<file path="src/rtl/wave_display_pkg.sv">
// Shared definitions for the waveform display path:
// FSM codes, wave-region bounds and sample RAM geometry.
package wave_display_pkg;

  localparam int RAM_AW  = 9;
  localparam int RAM_DW  = 8;
  localparam int X_BASE  = 512;
  localparam int Y_LIMIT = 512;

  typedef enum logic [1:0] {
    STATE_IDLE = 2'b00,
    STATE_DRAW = 2'b01
  } state_e;

endpackage

</file>
<file path="src/rtl/dffr_an.sv">
// Plain D register with asynchronous active-low clear to zero.
// Width-parameterised companion of the synchronous dffr.
module dffr_an #(
  parameter int W = 1
) (
  input  logic         clk,
  input  logic         rst_n,
  input  logic [W-1:0] i_d,
  output logic [W-1:0] o_q
);

  always_ff @(posedge clk or negedge rst_n) begin
    if (!rst_n) o_q <= '0;
    else        o_q <= i_d;
  end

endmodule

</file>
<file path="src/rtl/wave_segment_cmp.sv">
// Decides whether row value ry lies on the vertical segment
// joining two neighbouring samples (inclusive).
module wave_segment_cmp (
  input  logic [7:0] i_prev,
  input  logic [7:0] i_cur,
  input  logic [7:0] i_ry,
  output logic       o_lit
);

  logic [7:0] w_lo;
  logic [7:0] w_hi;

  assign w_lo  = (i_prev < i_cur) ? i_prev : i_cur;
  assign w_hi  = (i_prev < i_cur) ? i_cur : i_prev;
  assign o_lit = (i_ry >= w_lo) && (i_ry <= w_hi);

endmodule

</file>
<file path="src/rtl/wave_display.sv">
// Reads the displayed half of the sample RAM per VGA pixel and
// paints the waveform trace inside the 512x512 wave region.
module wave_display
  import wave_display_pkg::*;
#(
  parameter logic [23:0] WAVE_RGB = 24'hFFFFFF,
  parameter logic [23:0] BG_RGB   = 24'h000000
) (
  input  logic              clk,
  input  logic              reset,
  input  logic [10:0]       x,
  input  logic [9:0]        y,
  input  logic              valid,
  input  logic              read_index,
  input  logic [RAM_DW-1:0] read_value,
  output logic [RAM_AW-1:0] read_address,
  output logic              valid_pixel,
  output logic [7:0]        r,
  output logic [7:0]        g,
  output logic [7:0]        b,
  output logic              wave_display_idle
);

  state_e     r_state;
  logic       r_frame;
  logic       r_idle;

  logic       w_region;
  logic [7:0] w_col;
  logic       w_unused;

  assign w_region = valid && (x[10:9] == 2'b01) && !y[9];
  assign w_col    = x[8:1];
  assign w_unused = x[0];

  assign read_address      = {r_frame, w_col};
  assign wave_display_idle = r_idle;

  always_ff @(posedge clk or negedge reset) begin
    if (!reset) begin
      r_state <= STATE_IDLE;
      r_frame <= 1'b0;
      r_idle  <= 1'b1;
    end else begin
      r_idle <= (r_state == STATE_IDLE);
      unique case (r_state)
        STATE_IDLE: begin
          if (valid && (y == 10'd0)) begin
            r_state <= STATE_DRAW;
            r_frame <= read_index;
          end
        end
        STATE_DRAW: begin
          if (y[9]) r_state <= STATE_IDLE;
        end
        default: r_state <= STATE_IDLE;
      endcase
    end
  end

  logic       r_in_s1;
  logic [7:0] r_ry_s1;
  logic [7:0] r_col_s1;
  logic       r_first_s1;

  always_ff @(posedge clk or negedge reset) begin
    if (!reset) begin
      r_in_s1    <= 1'b0;
      r_ry_s1    <= 8'd0;
      r_col_s1   <= 8'd0;
      r_first_s1 <= 1'b0;
    end else begin
      r_in_s1    <= w_region && (r_state == STATE_DRAW);
      r_ry_s1    <= y[8:1];
      r_col_s1   <= w_col;
      r_first_s1 <= (w_col == 8'd0);
    end
  end

  logic       r_last_vld;
  logic [7:0] r_col_last;
  logic [7:0] r_prev;
  logic [7:0] r_cur;
  logic       w_new;
  logic [7:0] w_prev;

  // Both pixels of a column must see the previous column's sample,
  // so the first pixel of a new column uses the forwarded value.
  assign w_new = r_in_s1 &&
                 (!r_last_vld || (r_col_s1 != r_col_last));
  assign w_prev = !w_new     ? r_prev :
                  r_first_s1 ? read_value : r_cur;

  always_ff @(posedge clk or negedge reset) begin
    if (!reset) begin
      r_last_vld <= 1'b0;
      r_col_last <= 8'd0;
      r_prev     <= 8'd0;
      r_cur      <= 8'd0;
    end else begin
      r_last_vld <= r_in_s1;
      r_col_last <= r_col_s1;
      if (w_new) begin
        r_prev <= w_prev;
        r_cur  <= read_value;
      end
    end
  end

  logic        w_seg;
  logic        w_lit;
  logic [23:0] w_rgb;
  logic [23:0] w_rgb_q;

  wave_segment_cmp u_cmp (
    .i_prev (w_prev),
    .i_cur  (read_value),
    .i_ry   (r_ry_s1),
    .o_lit  (w_seg)
  );

  assign w_lit = r_in_s1 && w_seg;
  assign w_rgb = w_lit   ? WAVE_RGB :
                 r_in_s1 ? BG_RGB : 24'h0;

  dffr_an #(.W(25)) u_s2 (
    .clk   (clk),
    .rst_n (reset),
    .i_d   ({r_in_s1, w_rgb}),
    .o_q   ({valid_pixel, w_rgb_q})
  );

  assign {r, g, b} = w_rgb_q;

endmodule

</file>
<file path="config.mk">
export PLATFORM = sky130hd
export DESIGN_NAME = wave_display
export DESIGN_NICKNAME = d
export VERILOG_FILES = /design/src/rtl/wave_display_pkg.sv /design/src/rtl/dffr_an.sv /design/src/rtl/wave_segment_cmp.sv /design/src/rtl/wave_display.sv
export SDC_FILE = /design/constraint.sdc
export NUM_CORES = 1
export LEC_CHECK = 0
export BUFFER_PORTS_ARGS = -buffer_cell sky130_fd_sc_hd__buf_4
export CORE_ASPECT_RATIO = 1.1
export CORE_UTILIZATION = 28
export CTS_CLUSTER_DIAMETER = 40
export DETAILED_ROUTE_END_ITERATION = 6
export MAX_ROUTING_LAYER = met4
export SYNTH_ARGS = -nofsm -noshare
export SYNTH_HDL_FRONTEND = slang
export SYNTH_SLANG_ARGS = --single-unit
</file>
<file path="constraint.sdc">
create_clock -name clk -period 13 [get_ports clk]
set_input_delay 1.3 -clock clk [delete_from_list [all_inputs] [get_ports clk]]
set_output_delay 1.3 -clock clk [all_outputs]
set_load 0.02 [all_outputs]
</file>
==> results.toml <==
[outcome]
status = "finished, final reports clean"

[setup_path]
crit_top_cell = "a21o_1"
crit_path_max_fanout = 39
path_class = "reg -> reg"
cp_slowest_stage_delay_ns = 0.70
cp-start-kind = "register"
crit_chain = "xnor2_1, nand3_1, o41ai_4, buf_4, nand2_1, o21ai_0, ha_1, a21o_1, a21oi_1, o21ai_0, a22o_1, or3_1, mux2_4, ha_1, nand2b_1, a21o_1, a21o_1, a21o_1, a21oi_1, nor4_1"
cp-end-kind = "register"
critPathSlowestCell = "or3_1"
required_ns = 13.19
r2r_start = "r_col_s1[6]$_DFF_PN0_"
cp.arrival_ns = 5.22
critPathLaunch = "r_col_s1[6]$_DFF_PN0_"

[cts]
postCtsSetupBuffers = 0
clock_sinks = 47
htree_levels = 2
numCtsBuffers = 5
cts_hold_buf = 0
cts_buffer_depth = 2
worstSkewPairLatency_ns = 0.31
cts_resized = 0
clk_pin_slew_ns = 0.09
cts_tree = "yes"
cts_root_buf = "clkbuf_8"

[power_and_ir_drop]
leakage_nw = 1.55
power_frac_seq = 0.501
switchingPower_uw = 77.1
total_power_uw = 305
comb_power_share = 0.130
p_sw_frac = 0.253
powerDensity_nw_per_um2 = 98.4
p_clk_frac = 0.370
p_int_uw = 228
ir_drop_mv = 0.0521

[sta]
rsz0062_at_grt = "no"
min_period_ns = 5.03
worstMarginPinSlew_ns = 0.829
post-route-period-util = 0.387
max_slew_margin = 0.447
skew_ns = 0.00616
fin_tns_setup_ns = 0
slew_viol_final = 0
final-setup-viol-count = 0
setup_ws_ns = 7.97
hold_ws_ns = 0.400
fmax_ghz = 0.199
hold_viol = 0

[synth]
netlist_instances = 242
synth_area_per_cell_um2 = 10.9
synth_top_area_cell = "dfrtp_1"
async_flop_share = 1.00
synth_top_area_frac = 0.438
synthDistinctLibCells = 33
syn-num-nets = 298
synthTopCellsByCount = "dfrtp_1 (46), buf_4 (32), ha_1 (23)"
yosysMostFrequentCell = "dfrtp_1"
synth_warnings = 0
ys.flop_type = "dfrtp_1"
syn-cell-area_um2 = 2630
ys_top_cells_by_area = "dfrtp_1 (44%), ha_1 (11%), buf_4 (9.1%)"
yosysSeqAreaShare = 0.448
synth_edf_count = 0
synth_seq_cells = 47

[worst_hold_path]
hp-class = "reg -> reg"
hold_start = "r_col_s1[3]$_DFF_PN0_"

[layout]
drive_above_1_share = 0.291
seqCellArea_um2 = 1180
multi_input_area_um2 = 1130
fillers = 908
syn2layout_area_growth_pct = 18.2
diodes = 0
nets = 333
fin_util = 0.346

[floorplan]
io_pins = 68
die-area_um2 = 9770
coreArea_um2 = 8960
die_h_um = 104
die_x_um = 94.3
start_util = 0.293
rows = 36

[drt]
drcViolationCount = 0
drtIter0Drc = 100
via_per_inst = 4.42
drt_pass1_iterations = 4
num_vias = 1732
wl_per_cell_um = 12.8
finalWirelength_mm = 5.02
detail-route-antenna-nets = 0

[global_routing]
antenna_found_initial = 0
grt_overflow = 0
grt_max_degree = 48
track_usage = 0.114
grt_pass1_vias = 1737
grt_pass1_wl_mm = 8.49

[run]
maxCapViolations = 0

[placed_design]
place_congestion = 0.780
dpl.hpwl_mm = 3.86
port_buffers = 66
preCtsSetupSlack_ns = 7.77
[path summary, 6_finish.rpt]
path                       slack (ns)                 endpoint  cells past startpoint
setup / recovery                 7.97   u_s2.o_q[23]$_DFF_PN0_                     20
hold / removal                   0.40  r_col_last[3]$_DFF_PN0_                      0
setup reg to reg                 7.97   u_s2.o_q[23]$_DFF_PN0_                     20
hold reg to reg                  0.40  r_col_last[3]$_DFF_PN0_                      0
max in group asynchronous       11.60        r_in_s1$_DFF_PN0_                      1
min in group asynchronous        0.97     r_cur[1]$_DFFE_PN0N_                      1
[through the flow]
| step | instance area, um^2 | instances |
|---|---|---|
| finish | 3100 | 392 |
| floorplan | 2630 | 242 |
| CTS | 3100 | 392 |
| global route | 3100 | 392 |
| global placement | 2990 | 384 |
| detailed placement | 2990 | 384 |
[placed cells by master, fill, tap and decap left out, types with 5 or more instances in the layout]
master,instances
o21ai_0,20
dfrtp_1,46
xnor2_1,6
ha_1,23
nand3_1,5
nand2_1,20
o21ai_1,5
inv_1,10
a21o_1,7
mux2i_1,22
clkbuf_8,5
buf_4,67
nor4_1,6
[flip-flops by register name, indices dropped and copies added (netlist names), 8 cells and up]
register    flops
r_col_last      8
r_col_s1        8
r_cur           8
r_prev          8
r_ry_s1         8
[power groups by stage]
stage | combinational (mW) | sequential, mW | clock [mW]
after floorplan | 0.0249 | 0.155 | 0
after global placement | 0.0397 | 0.156 | 0
after detailed placement | 0.0404 | 0.156 | 0
after CTS | 0.0406 | 0.153 | 0.117
after global routing | 0.0451 | 0.153 | 0.122
final | 0.0396 | 0.153 | 0.113
[area by class of cell]
cell class,count,share of cell area
Clock inverter,3,0.0149
Sequential cell,47,0.379
Inverter,10,0.0121
Timing Repair Buffer,67,0.162
Tap cell,114,0.0459
Multi-Input combinational cell,146,0.364
Clock buffer,5,0.0222
[critical path, delay by kind of cell (launching register included)]
kind | cells | cell delay (ns)
buf+inv | 1 | 0.35
mux | 1 | 0.43
compound gates | 10 | 1.83
xor+xnor | 1 | 0.14
simple gates | 5 | 1.18
flops | 1 | 0.40
fa+ha+maj | 2 | 0.59
[layer usage]
metal	global-route usage	part of all wire
met1	0.151	0.47
met2	0.176	0.48
met3	0.0242	0.040
met4	0.0330	0.013
met5	-	0
[cells by family (layout without fill, tap and decap cells)]
| family | count (synthesis) | in the layout | share of synthesized area |
|---|---|---|---|
| buf+inv | 49 | 85 | 0.126 |
| xor+xnor | 8 | 8 | 0.0267 |
| fa+ha+maj | 23 | 23 | 0.110 |
| flops | 47 | 47 | 0.448 |
| mux | 26 | 26 | 0.104 |
| simple gates | 47 | 47 | 0.0896 |
| compound gates | 42 | 42 | 0.0958 |
(Power assumes the default switching activity.)
